$ cat config.mk
export PLATFORM = sky130hd
export DESIGN_NAME = if_fetch
export DESIGN_NICKNAME = d
export VERILOG_FILES = /design/src/rtl/if_fetch.sv
export SDC_FILE = /design/constraint.sdc
export NUM_CORES = 1
export LEC_CHECK = 0
export CORE_MARGIN = 8
export CORE_UTILIZATION = 43
export CTS_CLUSTER_SIZE = 14
export DETAILED_ROUTE_END_ITERATION = 7
export PLACE_DENSITY = 0.75
export SYNTH_ARGS = -nofsm -noshare
export SYNTH_HDL_FRONTEND = slang
export SYNTH_SLANG_ARGS = --single-unit
$ cat constraint.sdc
create_clock -name clk -period 2.7 [get_ports clk]
set_input_delay 0.54 -clock clk [delete_from_list [all_inputs] [get_ports clk]]
set_output_delay 0.54 -clock clk [all_outputs]
set_load 0.03 [all_outputs]
$ cat src/rtl/if_fetch.sv
// ---------------------------------------------------------------------------
// if_fetch : instruction fetch stage.
//
// Keeps the fetch PC, asks the instruction SRAM for the next fetch address,
// and hands the registered {ce, pc} pair to decode. A redirect that arrives
// while the stage is frozen is held in a one-entry pending slot and applied
// on the first free edge. A newer redirect replaces the held one while the
// stage is still frozen. A redirect that arrives on the free edge that
// drains the slot is dropped.
//
// Optional feature macro: IF_ALIGN_CHECK_EN
//   defined   : a misaligned next_pc on an updating edge sets a sticky
//               fetch_err flag, which also masks inst_sram_en until reset.
//   undefined : fetch_err is tied low and misaligned addresses pass through.
// ---------------------------------------------------------------------------

`ifndef StallBus
`define StallBus 6
`endif
`ifndef BR_WD
`define BR_WD 33
`endif
`ifndef IF_TO_ID_WD
`define IF_TO_ID_WD 33
`endif
`ifndef Stop
`define Stop 1'b1
`endif
`ifndef NoStop
`define NoStop 1'b0
`endif

module if_fetch (
  input  logic                    clk,
  input  logic                    rst,
  input  logic [`StallBus-1:0]    stall,
  input  logic [`BR_WD-1:0]       br_bus,
  output logic [`IF_TO_ID_WD-1:0] if_to_id_bus,
  output logic                    inst_sram_en,
  output logic [3:0]              inst_sram_wen,
  output logic [31:0]             inst_sram_addr,
  output logic [31:0]             inst_sram_wdata,
  output logic                    fetch_err
);

  // Reset PC sits one word below the boot vector, so the first computed
  // next_pc (pc + 4) is the boot address 0xBFC0_0000.
  localparam logic [31:0] RESET_PC = 32'hBFBF_FFFC;
  localparam logic [31:0] PC_STEP  = 32'h0000_0004;

  // Word-alignment test on a fetch address.
  function automatic logic is_misaligned(input logic [31:0] addr);
    return (addr[1:0] != 2'b00);
  endfunction

  logic        br_e;
  logic [31:0] br_addr;
  logic        advance;
  logic [31:0] next_pc;

  logic [31:0] pc_r;
  logic        ce_r;
  logic        pend_v;
  logic [31:0] pend_addr;
  logic        err_r;

  // Only bit 0 of the stall vector belongs to this stage.
  logic unused_stall;
  assign unused_stall = ^stall[`StallBus-1:1];

  assign br_e    = br_bus[`BR_WD-1];
  assign br_addr = br_bus[31:0];
  assign advance = (stall[0] == `NoStop);

  // Next fetch address: a held redirect beats a fresh one, which beats pc + 4.
  always_comb begin
    next_pc = pc_r + PC_STEP;
    if (pend_v) begin
      next_pc = pend_addr;
    end else if (br_e) begin
      next_pc = br_addr;
    end else begin
      next_pc = pc_r + PC_STEP;
    end
  end

  // Fetch state: advance on free edges; hold and capture redirects while frozen.
  always_ff @(posedge clk or posedge rst) begin
    if (rst) begin
      pc_r      <= RESET_PC;
      ce_r      <= 1'b0;
      pend_v    <= 1'b0;
      pend_addr <= 32'h0000_0000;
    end else if (advance) begin
      pc_r      <= next_pc;
      ce_r      <= 1'b1;
      pend_v    <= 1'b0;
      pend_addr <= pend_addr;
    end else if (br_e) begin
      pc_r      <= pc_r;
      ce_r      <= ce_r;
      pend_v    <= 1'b1;
      pend_addr <= br_addr;
    end else begin
      pc_r      <= pc_r;
      ce_r      <= ce_r;
      pend_v    <= pend_v;
      pend_addr <= pend_addr;
    end
  end

`ifdef IF_ALIGN_CHECK_EN
  // Sticky misalignment flag, set when a misaligned address is loaded into pc.
  always_ff @(posedge clk or posedge rst) begin
    if (rst) begin
      err_r <= 1'b0;
    end else if (advance && is_misaligned(next_pc)) begin
      err_r <= 1'b1;
    end else begin
      err_r <= err_r;
    end
  end
`else
  logic unused_align;
  assign unused_align = is_misaligned(next_pc);
  assign err_r        = 1'b0;
`endif

  assign if_to_id_bus    = {ce_r, pc_r};
  assign inst_sram_en    = ce_r & ~err_r;
  assign inst_sram_wen   = 4'b0000;
  assign inst_sram_addr  = next_pc;
  assign inst_sram_wdata = 32'h0000_0000;
  assign fetch_err       = err_r;

endmodule

==> metrics <==
initial antenna violation count 0; FMAX 341 MHz; Leak 0.00281 uW; first drt pass iteration count 5; Core Util, Final 66.0%; largest net degree at the start of global routing 36; CTS H-tree depth 3; Ys Warns 0; CP startpoint pc_r[20]; clk buf depth 2; Synth area leaders dfrtp_1, dfstp_2, mux2_2, buf_4, nand2_1; final wirelength 14400 um; setup ws final -0.231 ns; Nets 683; Post-DP HPWL 9590 um; setup_tns -2.51 ns; vias in the first global route 4187; Main synth FF type dfrtp_1; CP cell instances buf_4 -> and4_4 -> nand3_2 -> or3_4 -> xnor2_2 -> o21ai_2 -> buf_6; Die Y 117 um; EDFF count, synth 0; CORE AREA 0.00982 sq mm; startpoint types flip-flop; Power Total 4050 uW; RePlAce Congestion 0.848; top cell type's share of synthesized area 21.8%; Worst-path clk slew 0.07 ns; synthesized area 0.00435 sq mm; IO Pins 144; final setup violating endpoints 20; CP Buf/Inv Count 2; RR Startpoint pc_r[3]; Post-synth top cells nand2_1, mux2_2, buf_4; GR Util met2 34.1%; Final Hold Viols 0; Crit Path Category reg2out; Critical-path top delay cell dfstp_2; clk_lat worst skew 0.35 ns; crit path capture type primary output; status complete, but fails checks; Synth cell types 66; TritonCTS clock tree yes; Seq/Total Area, Yosys 38.7%; worst slack, placed -0.0332 ns; met3 global-route usage 6.51%; layout cell share with drive strength beyond 1 41.5%; die area 0.0136 sq mm; Final ANT Viol Nets 0; FF+latch count, synth 66; wire per inst 18.5 um; Root Buffer clkbuf_8; Hold Path Class reg2reg; Initial Util 44.3%; Worst VDD drop 0.515 mV; skew final 0.00612 ns; CP peak stage delay 0.57 ns; Residual DRC 0; number of CTS-inserted buffers 9; IO buf count 101; synthesis-to-layout area growth 48.9%; CP Max Fanout 6; min cycle time layout 2.93 ns; Clock Sinks 66; Period Utilization, post-route 109%; Max-Cap Viols 0; first-pass GRT wire length 21100 um; min-delay src pend_addr[19]; Syn Inst Count 468; slew of the pin with the lowest slew margin 0.555 ns; site row count 36; DR vias 4301; most common cell in the synthesized netlist nand2_1; pwr/cell area 625 mW/mm^2; grt ovf 0; fraction of registers with async set/reset 100%; failing checks negative setup slack; Iteration-0 DRC Markers 239; gr usage total 19.9%; Max-slew headroom 62.9%; Vias/cell 5.52; mean area per synthesized cell 9.30 sq um; Synth area leader dfrtp_1; GRT met1 Usage 23.0%; Die Width 117 um; arrival time worst endpoint 2.39 ns; Worst EP required 2.16 ns; RSZ-0062 raised after global routing true; ant diodes 0; Crit path max-delay family simple AND/OR/NAND/NOR gates; Top Usage Layer GRT met2; max-slew violation count 0
-- placed cells by master (no fill, tap or decap), types with 4 or more instances in the layout --
cell type        netlist  final
conb_1                 1     37
clkbuf_8               0     12
o22ai_1                6      6
dfrtp_1               38     38
clkdlybuf4s50_1        0     68
nand4_1                6      6
and4_4                 0      4
nand2b_1               8      8
o2bb2ai_1              4      4
clkbuf_1              20      4
a31oi_1                6      6
nor4_2                 2      4
a21oi_1               31     27
buf_4                 39     95
nor4_4                 0      5
mux2_2                44     44
a21oi_2                0      4
xnor2_2                0      4
nand3_1               10      6
a21o_1                 4      4
nand2_1               48     45
nor3_1                 9      5
inv_1                 14     13
nand3_2                1      4
buf_6                  1     24
nor2_1                17     14
dfstp_2               28     28
mux2i_1                7      7
xor2_1                 7      6
xnor2_1               12      8
o21ai_0               24     19
o31a_1                 5      5
-- sequential cells by signal, summed over array words and instances, names as in the netlist --
register,count
pc_r,32
pend_addr,32
inst_sram_en,1
pend_v,1
-- repair_timing --
| action | in CTS | in global routing |
|---|---|---|
| gates resized for setup | 63 | 45 |
| hold buffers | 0 | 0 |
| setup endpoints to repair | 23 | 26 |
| setup buffers | 26 | 20 |
| pin swaps | 27 | 30 |
-- through the flow --
step | cell area [sq um] | hold slack [ns] | instances
2_1_floorplan | 4530 | 0.442 | 504
3_3_place_gp | 5590 | 0.459 | 719
3_5_place_dp | 5590 | 0.469 | 719
4_1_cts | 6180 | 0.484 | 761
5_1_grt | 6480 | 0.515 | 779
6_report | 6480 | 0.497 | 779
-- path summary, 6_finish.rpt --
kind	end	slack (ns)	depth (start not counted)
hold / removal	pend_addr[19]	0.50	2
hold reg to reg	pend_addr[19]	0.50	2
setup reg to reg	pc_r[11]	0.41	8
min in group asynchronous	pc_r[1]	0.59	3
setup / recovery	inst_sram_addr[24]	-0.23	7
max in group asynchronous	pc_r[17]	1.71	3
-- layout make-up --
class                      instances  area, sq um
fill                             759         3330
multi-input combinational        358         2700
timing repair buffer             191         1700
sequential                        66         1690
clock buffer                      16          180
tap                              133          166
inverter                          15         56.3
-- worst register-to-register path, cell delays in order (launching register included) --
cell and delay, ns:
dfstp_2 0.57, buf_6 0.12, nand4_1 0.24, buf_4 0.26, o31a_1 0.25, o31ai_2 0.26
o21ai_2 0.12, buf_4 0.15, mux2_2 0.27
-- power by group --
group	total (uW)	switching, uW	internal (uW)
clock	794	383	411
combinational	1860	1040	822
sequential	1390	171	1220
-- per-layer routing --
metal / wire [um] / up-vias / part of all wire [%]
met5: 0 / - / 0
met4: 295 / 0 / 2.0
met3: 1400 / 25 / 9.7
met2: 7040 / 199 / 49
met1: 5680 / 2117 / 39
li1: - / 1960 / -
-- logic make-up after synthesis --
group	Yosys count	share of synthesized area, %
buffers and inverters	80	10.5
AND/OR/NAND/NOR	139	17.1
XOR/XNOR	19	3.82
adder cells (fa/ha/maj)	1	0.287
flip-flops	66	38.7
AO/OA/AOI/OAI	111	16.5
other	1	0.0861
multiplexers	51	13.0
Note: power is estimated with default switching activity, not from simulation.
